<file path="config.mk">
export PLATFORM = sky130hd
export DESIGN_NAME = filter_load_ctrl
export DESIGN_NICKNAME = d
export VERILOG_FILES = /design/src/rtl/filter_load_ctrl.sv
export SDC_FILE = /design/constraint.sdc
export NUM_CORES = 1
export LEC_CHECK = 0
export BUFFER_PORTS_ARGS = -buffer_cell sky130_fd_sc_hd__buf_2
export CORE_MARGIN = 2
export CORE_UTILIZATION = 39
export DETAILED_ROUTE_END_ITERATION = 10
export PLACE_DENSITY = 0.75
export SETUP_SLACK_MARGIN = 0.3
export SYNTH_ARGS = -nofsm -noshare
export SYNTH_HDL_FRONTEND = slang
export SYNTH_SLANG_ARGS = --single-unit
</file>
<file path="constraint.sdc">
create_clock -name clk -period 1.47 [get_ports clk]
set_clock_uncertainty 0.2 [all_clocks]
set_input_delay 0.294 -clock clk [delete_from_list [all_inputs] [get_ports clk]]
set_output_delay 0.294 -clock clk [all_outputs]
set_load 0.02 [all_outputs]
</file>
<file path="src/rtl/filter_load_ctrl.sv">
// filter_load_ctrl: sequences an optional sweep-clear of the coefficient
// memory, streams NUM_TAPS coefficients into it, reads the whole kernel back
// in one access and holds it on coef_out until the consumer acknowledges.
module filter_load_ctrl #(
  parameter int unsigned NUM_TAPS = 9,
  parameter int unsigned DATA_W   = 8,
  parameter int unsigned ADDR_W   = 4
) (
  input  logic                         clk,
  input  logic                         reset,
  input  logic                         start,
  input  logic                         cfg_clear,
  input  logic                         abort,
  input  logic                         in_valid,
  input  logic [DATA_W-1:0]            in_data,
  output logic                         in_ready,
  output logic                         mem_clr,
  output logic                         mem_we,
  output logic                         mem_re,
  output logic [ADDR_W-1:0]            mem_addr,
  output logic [DATA_W-1:0]            mem_wdata,
  input  logic [NUM_TAPS*DATA_W-1:0]   mem_rdata,
  output logic [NUM_TAPS*DATA_W-1:0]   coef_out,
  output logic                         coef_valid,
  input  logic                         coef_ack,
  output logic                         busy,
  output logic                         load_done
);

  localparam int unsigned IDX_W  = (NUM_TAPS > 1) ? $clog2(NUM_TAPS) : 1;
  localparam int unsigned COEF_W = NUM_TAPS * DATA_W;
  localparam logic [IDX_W-1:0] IDX_LAST = IDX_W'(NUM_TAPS - 1);
  localparam logic [IDX_W-1:0] IDX_ONE  = IDX_W'(1);

  typedef enum logic [2:0] {
    S_IDLE    = 3'd0,
    S_CLEAR   = 3'd1,
    S_LOAD    = 3'd2,
    S_READ    = 3'd3,
    S_CAPTURE = 3'd4,
    S_HOLD    = 3'd5
  } state_t;

  state_t           state;
  logic [IDX_W-1:0] idx;

  logic             clr_c;
  logic             we_c;
  logic             re_c;

  // Control FSM: sequencing, tap index and the latched kernel.
  always_ff @(posedge clk) begin
    if (reset) begin
      state      <= S_IDLE;
      idx        <= '0;
      coef_out   <= '0;
      coef_valid <= 1'b0;
      load_done  <= 1'b0;
    end else if (abort) begin
      // coef_out is left as is; coef_valid dropping is what retracts it.
      state      <= S_IDLE;
      idx        <= '0;
      coef_valid <= 1'b0;
      load_done  <= 1'b0;
    end else begin
      load_done <= 1'b0;
      case (state)
        S_IDLE: begin
          if (start) begin
            idx   <= '0;
            state <= cfg_clear ? S_CLEAR : S_LOAD;
          end
        end
        S_CLEAR: begin
          if (idx == IDX_LAST) begin
            idx   <= '0;
            state <= S_LOAD;
          end else begin
            idx <= idx + IDX_ONE;
          end
        end
        S_LOAD: begin
          // A gap in the stream simply stalls here with idx held.
          if (in_valid) begin
            if (idx == IDX_LAST) begin
              idx   <= '0;
              state <= S_READ;
            end else begin
              idx <= idx + IDX_ONE;
            end
          end
        end
        S_READ: begin
          state <= S_CAPTURE;
        end
        S_CAPTURE: begin
          coef_out   <= COEF_W'(mem_rdata);
          coef_valid <= 1'b1;
          load_done  <= 1'b1;
          state      <= S_HOLD;
        end
        S_HOLD: begin
          if (coef_ack) begin
            coef_valid <= 1'b0;
            state      <= S_IDLE;
          end
        end
        default: begin
          state <= S_IDLE;
          idx   <= '0;
        end
      endcase
    end
  end

  // Memory strobes decoded from the state register; the write follows the
  // stream handshake in the same cycle, so at most one strobe is ever high.
  always_comb begin
    clr_c = (state == S_CLEAR);
    we_c  = (state == S_LOAD) && in_valid;
    re_c  = (state == S_READ);
  end

  // Port drive: handshake, status, address and write data.
  always_comb begin
    in_ready  = (state == S_LOAD);
    busy      = (state != S_IDLE);
    mem_clr   = clr_c;
    mem_we    = we_c;
    mem_re    = re_c;
    mem_addr  = (clr_c || we_c) ? ADDR_W'(idx) : '0;
    mem_wdata = we_c ? in_data : '0;
  end

endmodule

</file>
# After elaboration in Yosys (flattened, before gate mapping)
# Cells that the tools add are included.
op_classes:
  n_bitwise: 2
  n_lt_le_gt_ge: 0
  mux: 16
  n_reduce_logical: 11
  n_div: 0
  add_sub_neg: 1
  n_shift: 0
  multipliers: 0
  n_eq_ne: 11
ops:
  columns: ["op", "count"]
  rows:
  - ["3-bit case mux with 6 select lines", 1]
  - ["4-bit 2-to-1 mux", 4]
  - ["4-bit case mux with 4 select lines", 1]
  - ["3-bit 2-to-1 mux", 5]
  - ["8-bit 2-to-1 mux", 1]
  - ["3-bit by 2-bit == test with 1-bit output (second input constant)", 2]
  - ["3-bit == test (second input constant)", 2]
  - ["2-bit != test (second input constant)", 3]
  - ["5-bit AND reduction", 1]
  - ["4-bit by 1-bit adder with 4-bit output (second input constant)", 1]
  - ["4-bit == test (second input constant)", 1]
  - ["2-bit by 1-bit != test with 1-bit output (second input constant)", 2]
  - ["2-bit AND reduction", 2]
  - ["3-bit by 1-bit == test with 1-bit output (second input constant)", 1]
  - ["3-bit logical NOT", 1]
  - ["3-bit AND reduction", 1]
  - ["3-bit nonzero test", 1]
  - ["3-bit OR reduction", 1]
  - ["1-bit 2-to-1 mux", 2]
  - ["2-bit 2-to-1 mux", 1]
  - ["1-bit inverter", 2]
  - ["1-bit case mux with 2 select lines", 1]
  - ["2-bit nonzero test", 1]
  - ["2-bit OR reduction", 1]
  - ["2 further kinds", 2]
word_totals:
  inputBits: 87
  rom_bits: 0
  latchBits: 0
  ff_bits: 81
  mem_bits_rw: 0
  n_memories: 0
  elab_cells: 46

# Logic depth before layout (Yosys ltp)
# Gate-level depths: netlist of run 1.
depth:
  ltp_word: 4
  depth_mapped: 6
  depth_no_buf: 5

# Worst setup path before layout of run 1
# Ideal clock, no wire load.
synth_path:
  kind: "register to output"
  start: "reg state[1]"
  end: "out mem_wdata[0]"
  required_time_ns: 0.976
  path_stages_with_launch: 4
  t_arrival_ns: 1.550
  n_path_buf: 0
  setup_slack_ns: -0.574
  path_cell_list: "dfxtp_1 -> nand2_1 -> nor3_1 -> and2_1"
synth_between:
  elab_chain_len: 3
synth_lines:
  columns: ["element", "line_no", "text"]
  rows:
  - ["start: declaration", "44", "state_t state;"]
  - ["start signal: assignment", "71", "state <= cfg_clear ? S_CLEAR : S_LOAD;"]
  - ["3-bit by 2-bit == test with 1-bit output", "120", "we_c = (state == S_LOAD) && in_valid;"]
  - ["1-bit logical AND", "120", null]
  - ["net mem_we", "18", "output logic mem_we,"]
  - ["8-bit 2-to-1 mux", "132", "mem_wdata = we_c ? in_data : '0;"]
  - ["end: declaration", "21", "output logic [DATA_W-1:0] mem_wdata,"]
# The timed path passes the listed nets, and every way through them passes these cells.

# Worst setup path after layout of run 1
layout_path:
  start: "reg state[0]"
  end: "out busy"
layout_between:
  elab_chain_len: 1
layout_lines:
  columns: ["element", "line_no", "text"]
  rows:
  - ["3-bit nonzero test", "127", "busy = (state != S_IDLE);"]
  - ["end: declaration", "26", "output logic busy,"]
# No other way between the ends.

==> results of run 1 <==
cell type report:
class / count / share of cell area (%)
timing repair buffer: 289 / 39.2
sequential: 81 / 28.0
multi-input combinational: 285 / 26.4
tap: 102 / 2.18
clock buffer: 9 / 2.12
clock inverter: 7 / 1.92
inverter: 3 / 0.192
metrics by stage:
stage	setup TNS, ns	std cells	setup WS, ns	utilization [%]	cell area, um2
floorplan	-6.42	397	-0.130	-	3280
finish	-32.12	776	-0.491	75.7	5850
global route	-37.26	776	-0.546	75.7	5850
global placement	-12.90	675	-0.180	56.3	4350
CTS	-30.27	767	-0.496	72.6	5610
detailed placement	-14.84	675	-0.199	56.3	4350
how the worst min path moves through the flow:
stage	from	end	slack (ns)	cells after the start
6_report	abort	state[2]	0.08	3
5_1_grt	abort	state[2]	0.08	3
4_1_cts	abort	state[2]	0.07	3
3_5_place_dp	coef_out[15]	coef_out[15]	0.24	2
3_3_place_gp	coef_out[34]	coef_out[34]	0.24	2
2_1_floorplan	mem_rdata[18]	coef_out[18]	0.23	2
cells by family (layout without fill, tap and decap cells):
group	after synthesis	after routing	synth area share, %
XOR/XNOR	1	1	0.281
multiplexers	1	1	0.361
flip-flops	81	81	52.0
AO/OA/AOI/OAI	88	88	15.6
adder cells (fa/ha/maj)	2	2	0.803
AND/OR/NAND/NOR	192	193	26.3
buffers and inverters	32	308	4.58
routing by layer:
| layer | vias up | GRT usage [%] | share of wire, % |
|---|---|---|---|
| li1 | 1840 | - | - |
| met1 | 1794 | 25.7 | 35 |
| met2 | 170 | 47.2 | 53 |
| met3 | 58 | 7.57 | 6.1 |
| met4 | 0 | 14.2 | 5.5 |
| met5 | - | 0 | 0 |
state kept, by name, summed over array words and instances, names as in the netlist:
signal      count
coef_out       72
idx             4
state           3
coef_valid      1
load_done       1
critical path, stage by stage (launching register included):
cell and delay [ns]:
dfxtp_4 0.38, buf_4 0.19, or3_4 0.36, buf_2 0.16
power groups by stage:
| stage | Clock, mW | Combinational, mW | Sequential (mW) |
|---|---|---|---|
| 2_1_floorplan | 0 | 0.136 | 2.26 |
| 3_5_place_dp | 0 | 0.301 | 2.26 |
| 3_3_place_gp | 0 | 0.298 | 2.26 |
| 6_report | 1.90 | 0.533 | 2.20 |
| 4_1_cts | 1.93 | 0.472 | 2.20 |
| 5_1_grt | 2.01 | 0.564 | 2.20 |
repair_timing:
item | CTS | global route
buffers inserted | 3 | 9
cloned | 1 | 0
resized for setup | 98 | 57
hold endpoints to repair | 72 | 0
hold buffers | 72 | 0
endpoints found under the setup margin | 172 | 172
pin swaps | 11 | 12
synthesized netlist by cell type:
cell type and instances:
buf_4 1, o21ba_1 1, nor4b_1 1, nor3_4 1, or3_1 3, xnor2_1 1
dfxtp_1 81, ha_1 2, o31ai_1 1, a221oi_1 1, a31o_2 1, and3_1 1
nor3_1 6, nand2_1 148, o21ai_0 1, o211ai_1 2, nor2_1 7, mux2_2 1
and2_1 9, clkbuf_1 18, a21oi_1 75, a31oi_1 1, nand3b_1 1, a311oi_2 1
o22ai_2 1, or4b_1 1, nand4_1 1, or2_2 1, nand3_1 4, buf_2 9
nand2b_1 4, buf_6 1, nor3b_1 2, inv_1 3, nor2b_1 2, o21a_1 1
a21o_1 1, o21bai_1 1
==> reports/metrics.yaml, run 1 <==
outcome: "finished, violations left"
violations: "negative setup slack"
whs_ns: 0.0843
clkTransAtPathRegs_ns: 0.09
crit_path_end: "busy"
critPathLaunchType: "flop"
die_area_um2: 8720
r2r_end: "coef_out[67]"
wire_per_inst_um: 15.1
max_clock_freq_mhz: 510
fin_ws_ns: -0.491
synth_warnings: 0
endpoint_kind: "output pin"
worst_slew_pin_slew_ns: 0.442
portBuffers: 177
final_cell_mix: "145 x nand2_1, 93 x buf_4, 88 x buf_2, 73 x dfxtp_1"
syn_area_um2: 3120
final.min_clock_period_ns: 1.96
finalCritPeriodShare_pct: 133
synth.yosys.seq_area_share_pct: 52.0
clockBufferDepth: 2
synth_top_cell_by_area: "dfxtp_1"
critPathKind: "flop to output pin"
firstDrtPassIters: 4
avgViaCountPerCell: 4.98
drc_errors: 0
ys_types: 38
cts_root_buf: "clkbuf_8"
hp-class: "primary input to flop"
internal_power_mw: 3.51
synth_fp_nets: 486
required_ns: 0.98
reg2reg_depth: 6
synthCells: 397
sequentialPowerShare_pct: 47.5
switching_power_mw: 1.12
grt_max_degree: 44
drt-initial-drc-count: 182
initial_core_util_pct: 40.3
drive_gt1_share_pct: 41.1
reg2reg_from: "state[1]"
finalSetupViolCount: 96
place_hpwl_um: 6420
grt_pass1_wl_um: 17800
diodes: 0
nFillCells: 497
cts.sinks: 81
maxSlewHeadroom_pct: 70.5
rsz0062_at_grt: "yes"
leakage_nw: 2.49
p_total_mw: 4.63
antenna_found_initial: 0
r2r_slack_ns: -0.38
drv_slew: 0
grt-ovfl-total: 0
io_pins: 178
coreArea_um2: 7730
startpoint: "state[0]"
place_congestion: 0.871
crit_arrival_ns: 1.47
synth_area_leaders: "dfxtp_1 52%, nand2_1 18%, a21oi_1 12%, clkbuf_1 2.2%, and2_1 1.8%"
switching_share_pct: 24.3
power.density_nw_per_um2: 791
path_max_fanout: 12
pwr-share-clk_pct: 41.0
layout_commonest_cell: "nand2_1"
multi_input_comb_area_um2: 1540
ir_drop_mv: 0.766
wirelength_um: 11800
power_frac_comb_pct: 11.5
cap_violations: 0
hold_violations: 0
h-tree-depth: 3
die_x_um: 93.4
yosys_register_bits: 81
die_h_um: 93.4
seqCellArea_um2: 1640
synthToLayoutAreaGrowth_pct: 87.8
placementRows: 32
grtUsageTotal_pct: 25.7
via_count: 3862
antenna_left: 0
nNetsFinal: 758
insertion_delay_ns: 0.36
grt_pass1_vias: 3925
numCtsBuffers: 9
synth_top_area_share_pct: 52.0
postSynthAreaPerCell_um2: 7.85
tritoncts: "built"
Note: power is estimated with default switching activity, not from simulation.
==> run 2: changes to the inputs <==
--- a/config.mk
+++ b/config.mk
@@ -10,7 +10,6 @@
 export CORE_UTILIZATION = 39
 export DETAILED_ROUTE_END_ITERATION = 10
 export PLACE_DENSITY = 0.75
-export SETUP_SLACK_MARGIN = 0.3
 export SYNTH_ARGS = -nofsm -noshare
 export SYNTH_HDL_FRONTEND = slang
 export SYNTH_SLANG_ARGS = --single-unit
==> run 2 against run 1 <==
  * The flow now stops in global routing
  * Synthesized cell count is the same
  * Area after synthesis unchanged
==> reports/metrics.yaml, run 2 <==
place_hpwl_um: 6100  # was 6420 um
h-tree-depth: 3  # unchanged
numCtsBuffers: 9  # unchanged
yosys_register_bits: 81  # unchanged
outcome: "did not finish"  # was finished, violations left
placementRows: 32  # unchanged
synth-edff-count: 0  # unchanged
synth_top_cell_by_area: "dfxtp_1"  # unchanged
die_h_um: 93.4  # unchanged
grt_max_degree: 74
synth_top_area_share_pct: 52.0  # unchanged
place_congestion: 0.778  # was 0.871
clockBufferDepth: 2  # unchanged
postSynthAreaPerCell_um2: 7.85  # unchanged
synthFlopType: "dfxtp_1"  # unchanged
synthCells: 397  # unchanged
portBuffers: 177  # unchanged
worstEndpointType: "output port"
synth.most_common_cell: "nand2_1"  # unchanged
synth_fp_nets: 486  # unchanged
placed_area_um2: 4360  # was 4350 um2
ys_types: 38  # unchanged
postGrtWorstEndpoint: "mem_addr[3]"
cts.sinks: 81  # unchanged
haltStage: "global routing"
initial_core_util_pct: 40.3  # unchanged
syn_area_um2: 3120  # unchanged
cts_root_buf: "clkbuf_8"  # unchanged
synth.yosys.seq_area_share_pct: 52.0  # unchanged
ys_top_cells_by_count: "148 x nand2_1, 81 x dfxtp_1, 75 x a21oi_1"  # unchanged
synth_warnings: 0  # unchanged
ys_async_sr_fraction_pct: 0  # unchanged
antenna_found_initial: 1
synth_area_leaders: "dfxtp_1 52%, nand2_1 18%, a21oi_1 12%, clkbuf_1 2.2%, and2_1 1.8%"  # unchanged
tool.error: "[ERROR DPL-0033] detailed placement checks failed during check placement."
die_x_um: 93.4  # unchanged
io_pins: 178  # unchanged
==> run 2: cell counts after synthesis <==
No cell type changed its count.
==> run 2: kinds of logic after synthesis <==
family          Yosys count  synth area share [%]
xor+xnor                  1                 0.281
buf+inv                  32                  4.58
compound gates           88                  15.6
flops                    81                  52.0
fa+ha+maj                 2                 0.803
mux                       1                 0.361
simple gates            192                  26.3
==> run 2: through the flow <==
stage	hold WS, ns	util, %	instances	setup WS, ns	setup TNS (ns)
CTS	0.00671	83.5	813	-0.498	-38.78
detailed placement	0.244	56.4	676	-0.213	-15.75
global placement	0.238	56.4	676	-0.182	-13.93
floorplan	0.230	-	397	-0.130	-6.39
==> run 2: timing repair <==
| item | 4_1_cts |
|---|---|
| pin swaps | 24 |
| endpoints found under the setup margin | 96 |
| cloned | 20 |
| buffers inserted | 35 |
| hold buffers | 68 |
| hold endpoints to repair | 68 |
| gates resized for setup | 95 |
==> run 3: changes to the inputs <==
--- a/config.mk
+++ b/config.mk
@@ -7,9 +7,9 @@
 export LEC_CHECK = 0
 export BUFFER_PORTS_ARGS = -buffer_cell sky130_fd_sc_hd__buf_2
 export CORE_MARGIN = 2
-export CORE_UTILIZATION = 39
+export CORE_UTILIZATION = 40
 export DETAILED_ROUTE_END_ITERATION = 10
-export PLACE_DENSITY = 0.75
+export PLACE_DENSITY_LB_ADDON = 0.15
 export SYNTH_ARGS = -nofsm -noshare
 export SYNTH_HDL_FRONTEND = slang
 export SYNTH_SLANG_ARGS = --single-unit
==> constraint.sdc (replaced) <==
create_clock -name clk -period 1.9 [get_ports clk]
set_clock_uncertainty 0.2 [all_clocks]
set_input_delay 0.38 -clock clk [delete_from_list [all_inputs] [get_ports clk]]
set_output_delay 0.38 -clock clk [all_outputs]
set_load 0.02 [all_outputs]
==> run 3 against run 2 <==
  * The flow now finishes, with violations (negative setup slack)
==> reports/metrics.yaml, run 3 (synthesis results as in run 1) <==
rsz0062_at_grt: "yes"
firstDrtPassIters: 4
numCtsBuffers: 9  # unchanged
holdBufCountCts: 0  # was 68
path_max_fanout: 5
drc_errors: 0
met2WireLength_um: 3980
nNetsFinal: 666
drive_gt1_share_pct: 39.8
hp-class: "primary input to flop"
grt_pass1_wl_um: 13200
whs_path_depth: 3
layout_commonest_cell: "buf_2"
largestRegisters: "coef_out (72), idx (4), state (3)"
grtUsageTotal_pct: 19.1
io_pins: 178  # unchanged
wirelength_um: 8220
finalSetupViolCount: 13
final.min_clock_period_ns: 2.00
tritoncts: "built"
antenna_left: 0
synthToLayoutAreaGrowth_pct: 46.4
crit_chain: "nand2_4 -> mux2_4 -> nor3b_2 -> buf_4"
diodes: 0
place_congestion: 0.789  # was 0.778
worst_hold_path.endpoint: "coef_out[2]"
max_clock_freq_mhz: 500
grt-ovfl-total: 0
final_cell_mix: "163 x buf_2, 146 x nand2_1, 78 x dfxtp_1, 75 x a21oi_1, 19 x buf_4"
nFillCells: 753
ir_drop_mv: 0.516
endpoint_kind: "output pin"
reg2reg_from: "state[1]"
highest_layer: "met4"
die_h_um: 92.3  # was 93.4 um
cts_root_buf: "clkbuf_8"  # unchanged
die_x_um: 92.3  # was 93.4 um
drt-initial-drc-count: 103
min_from: "mem_rdata[2]"
via_count: 3199
die_area_um2: 8510
outcome: "finished, violations left"  # was did not finish
max_stage_delay_ns: 0.39
cap_violations: 0
critPathLaunchType: "flop"
hold_violations: 0
placed_area_um2: 4170  # was 4360 um2
crit_arrival_ns: 1.42
met1Wirelength_um: 3530
grt_max_degree: 74
slowest_stage: "dfxtp_4"
initial_core_util_pct: 40.8  # was 40.3%
multi_input_comb_area_um2: 1420
drv_slew: 0
critPathKind: "flop to output pin"
p_total_mw: 3.26
maxSlewHeadroom_pct: 49.4
final_area_um2: 4560
cts.sinks: 81  # unchanged
r2r_end: "coef_out[45]"
seqCellArea_um2: 1630
antenna_found_initial: 0
wire_per_inst_um: 12.0
clkTransAtPathRegs_ns: 0.08
placementRows: 32  # unchanged
route.met3.wl_um: 589
largest_register_ffs: 72
r2r_slack_ns: 0.06
worst_slew_pin_slew_ns: 0.759
clockBufferDepth: 2  # unchanged
finalCritPeriodShare_pct: 105
setup_tns_ns: -0.719
required_ns: 1.32
portBuffers: 177  # unchanged
reg2reg_depth: 6
leakage_nw: 2.04
avgViaCountPerCell: 4.68
whs_ns: 0.0687
top_register: "coef_out"
grt_pass1_vias: 2938
fin_ws_ns: -0.102
power.density_nw_per_um2: 715
place_hpwl_um: 5700  # was 6100 um
h-tree-depth: 3  # unchanged
coreArea_um2: 7650
insertion_delay_ns: 0.33
violations: "negative setup slack"
==> run 3: where the power goes <==
| part | internal (mW) | switching (mW) |
|---|---|---|
| sequential | 1.70 | 0.00615 |
| clock | 0.734 | 0.596 |
| combinational | 0.120 | 0.110 |
| total | 2.55 | 0.713 |
==> run 3: what timing repair did <==
item / 4_1_cts / 5_1_grt
gates resized for setup: 33 / 10
endpoints found under the hold margin: 0 / 0
setup buffers: 4 / 3
pin swaps: 5 / 2
setup endpoints to repair: 16 / 17
==> run 3: stage by stage <==
stage / setup WS (ns) / utilization, % / std cells
after floorplan: 0.0326 / - / 397
after global placement: 0.135 / 54.5 / 661
after detailed placement: 0.0967 / 54.5 / 661
after CTS: -0.0977 / 58.9 / 680
after global routing: -0.175 / 59.7 / 683
final: -0.102 / 59.7 / 683
==> run 3: critical path: cells and delay by family (launching register included) <==
| kind | cells | cell delay, ns |
|---|---|---|
| multiplexers | 1 | 0.30 |
| flip-flops | 1 | 0.39 |
| buffers and inverters | 1 | 0.16 |
| AND/OR/NAND/NOR | 2 | 0.23 |
==> run 3: how the worst max path moves through the flow <==
| stage | startpoint | end | slack [ns] |
|---|---|---|---|
| floorplan | state[1] | mem_addr[0] | 0.03 |
| detailed placement | idx[0] | idx[0] | 0.1 |
| finish | state[1] | mem_addr[3] | -0.10 |
| CTS | state[1] | mem_addr[3] | -0.1 |
| global route | state[1] | mem_addr[3] | -0.17 |
| global placement | idx[0] | state[0] | 0.14 |
==> run 3: layout make-up <==
class	instances	share of cell area (%)
Clock buffer	10	2.80
Clock inverter	5	1.78
Inverter	3	0.247
Multi-Input combinational cell	284	31.0
Sequential cell	81	35.8
Tap cell	102	2.80
Timing Repair Buffer	198	25.6
==> run 3: per-layer routing <==
layer,global-route usage [%],vias up
met3,4.44,10
met4,7.71,0
met1,23.3,1431
met2,32.3,106
li1,-,1652
met5,0,-
==> run 4: changes to the inputs <==
--- a/config.mk
+++ b/config.mk
@@ -10,6 +10,7 @@
 export CORE_UTILIZATION = 40
 export DETAILED_ROUTE_END_ITERATION = 10
 export PLACE_DENSITY_LB_ADDON = 0.15
+export SETUP_SLACK_MARGIN = 0.5
 export SYNTH_ARGS = -nofsm -noshare
 export SYNTH_HDL_FRONTEND = slang
 export SYNTH_SLANG_ARGS = --single-unit
==> run 4 against run 3 <==
  * The run still ends with negative setup slack left
  * Wire length grew 51%
  * Clock power rose by 5%
  * Die area unchanged
  * First-iteration DRC count rose by 31%
==> reports/metrics.yaml, run 4 (synthesis results as in run 1) <==
placed_area_um2: 4240  # was 4170 um2
worst_slew_pin_slew_ns: 0.588  # was 0.759 ns
crit_arrival_ns: 1.44  # was 1.42 ns
max_clock_freq_mhz: 495  # was 500 MHz
hp-class: "primary input to flop"  # unchanged
finalSetupViolCount: 60  # was 13
antenna_found_initial: 0  # unchanged
drc_errors: 0  # unchanged
maxSlewHeadroom_pct: 60.8  # was 49.4%
critPathLaunchType: "flop"  # unchanged
grt_pass1_vias: 3665  # was 2938
wirelength_um: 12400  # was 8220 um
grt-ovfl-total: 0  # unchanged
cts.sinks: 81  # unchanged
h-tree-depth: 3  # unchanged
initial_core_util_pct: 40.8  # unchanged
critPathKind: "flop to output pin"  # unchanged
coreArea_um2: 7650  # unchanged
largest_register_ffs: 72  # unchanged
finalCritPeriodShare_pct: 106  # was 105%
required_ns: 1.32  # about the same
numCtsBuffers: 9  # unchanged
tritoncts: "built"  # unchanged
via_count: 3680  # was 3199
rsz0062_at_grt: "yes"  # unchanged
firstDrtPassIters: 4  # unchanged
place_hpwl_um: 6040  # was 5700 um
critPathTopFamily: "flip-flops"  # unchanged
cts_root_buf: "clkbuf_8"  # unchanged
drive_gt1_share_pct: 75.1  # was 39.8%
seqCellArea_um2: 1730  # was 1630 um2
slowest_stage: "dfxtp_4"  # unchanged
hold_violations: 0  # unchanged
place_congestion: 0.760  # was 0.789
place_inst: 662  # was 661
clkTransAtPathRegs_ns: 0.09  # was 0.08 ns
largestRegisters: "coef_out (72), idx (4), state (3)"  # unchanged
nNetsFinal: 711  # was 666
die_h_um: 92.3  # unchanged
antenna_left: 0  # unchanged
synthToLayoutAreaGrowth_pct: 104  # was 46.4%
die_area_um2: 8510  # unchanged
layout_commonest_cell: "buf_6"  # was buf_2
diodes: 0  # unchanged
portBuffers: 177  # unchanged
die_x_um: 92.3  # unchanged
final_area_um2: 6370  # was 4560 um2
leakage_nw: 2.61  # was 2.04 nW
cap_violations: 0  # unchanged
outcome: "finished, violations left"  # unchanged
clockBufferDepth: 2  # unchanged
path_max_fanout: 4  # was 5
grtUsageTotal_pct: 26.6  # was 19.1%
placementRows: 32  # unchanged
drv_slew: 0  # unchanged
fin_ws_ns: -0.122  # was -0.102 ns
final.min_clock_period_ns: 2.02  # was 2.00 ns
drt-initial-drc-count: 135  # was 103
insertion_delay_ns: 0.35  # was 0.33 ns
grt_max_degree: 38  # was 74
ir_drop_mv: 0.400  # was 0.516 mV
grt_pass1_wl_um: 17800  # was 13200 um
nFillCells: 448  # was 753
power.density_nw_per_um2: 537  # was 715 nW/um2
io_pins: 178  # unchanged
endpoint_kind: "output pin"  # unchanged
crit_chain: "nand2_2 -> mux2_4 -> nor3b_4 -> buf_6"  # was nand2_4 -> mux2_4 -> nor3b_2 -> buf_4
final_cell_mix: "102 x buf_6, 100 x nand2_1, 86 x buf_2, 75 x dfxtp_2, 52 x a21oi_2"  # was 163 x buf_2, 146 x nand2_1, 78 x dfxtp_1, 75 x a21oi_1, 19 x buf_4
final_cells: 729  # was 683
top_register: "coef_out"  # unchanged
multi_input_comb_area_um2: 1910  # was 1420 um2
avgViaCountPerCell: 5.05  # was 4.68
wire_per_inst_um: 17.0  # was 12.0 um
violations: "negative setup slack"  # unchanged
max_stage_delay_ns: 0.37  # was 0.39 ns
crit_buf_inv: 1  # unchanged
-- run 4: changes by cell type in the layout (fill, tap and decap cells not counted), moves of 8 or more --
cell / delta
buf_6: +91
buf_4: +11
and2_1: -9
dfxtp_1: -75
buf_16: +11
nand2_2: +39
buf_2: -77
dfxtp_2: +75
a21oi_2: +52
a21oi_1: -52
and2_4: +8
nand2_1: -46
-- run 4: final timing paths --
kind	from	end	slack, ns	depth (start not counted)
setup / recovery	state[1]	mem_addr[3]	-0.12	4
hold / removal	mem_rdata[39]	coef_out[39]	0.05	3
setup reg to reg	state[1]	coef_out[49]	-0.09	10
hold reg to reg	coef_out[66]	coef_out[66]	0.26	2
-- run 4: power by group --
group | internal [mW] | switching (mW) | total, mW
sequential | 1.70 | 0.00505 | 1.70
clock | 0.748 | 0.653 | 1.40
combinational | 0.156 | 0.162 | 0.318
total | 2.60 | 0.820 | 3.42
-- run 4: routing by layer --
layer / vias up / global-route usage [%] / part of all wire, %
li1: 1759 / - / -
met2: 143 / 47.2 / 52
met5: - / 0 / 0
met1: 1751 / 30.0 / 39
met3: 27 / 6.74 / 6.0
met4: 0 / 11.4 / 2.8
-- run 4: metrics by stage --
stage	hold slack (ns)	setup WS [ns]	utilization [%]	setup TNS, ns	power (mW)
2_1_floorplan	0.245	0.221	-	0	1.85
4_1_cts	0.0371	-0.140	77.5	-3.58	3.39
5_1_grt	0.0420	-0.192	83.3	-7.94	3.53
3_5_place_dp	0.244	0.0648	55.4	0	1.96
3_3_place_gp	0.239	0.105	55.4	0	1.96
6_report	0.0451	-0.122	83.3	-2.32	3.42
-- run 4: layout make-up --
| type | count | share of cell area [%] |
|---|---|---|
| clock buffer | 10 | 2.00 |
| clock inverter | 6 | 1.43 |
| inverter | 3 | 0.177 |
| multi-input combinational | 285 | 30.0 |
| sequential | 81 | 27.1 |
| tap | 102 | 2.00 |
| timing repair buffer | 242 | 37.2 |
-- run 4: timing repair --
action                                  in CTS  in global routing
gates cloned                                13                  2
pin swaps                                   30                 42
endpoints found under the setup margin     170                165
gates resized for setup                    322                 99
buffers inserted                            26                 10
hold buffers                                 0                  0
-- run 4: tightest hold or removal path, delay by kind of cell --
kind | cells | cell delay [ns]
buf+inv | 1 | 0.09
compound gates | 1 | 0.05
simple gates | 1 | 0.04
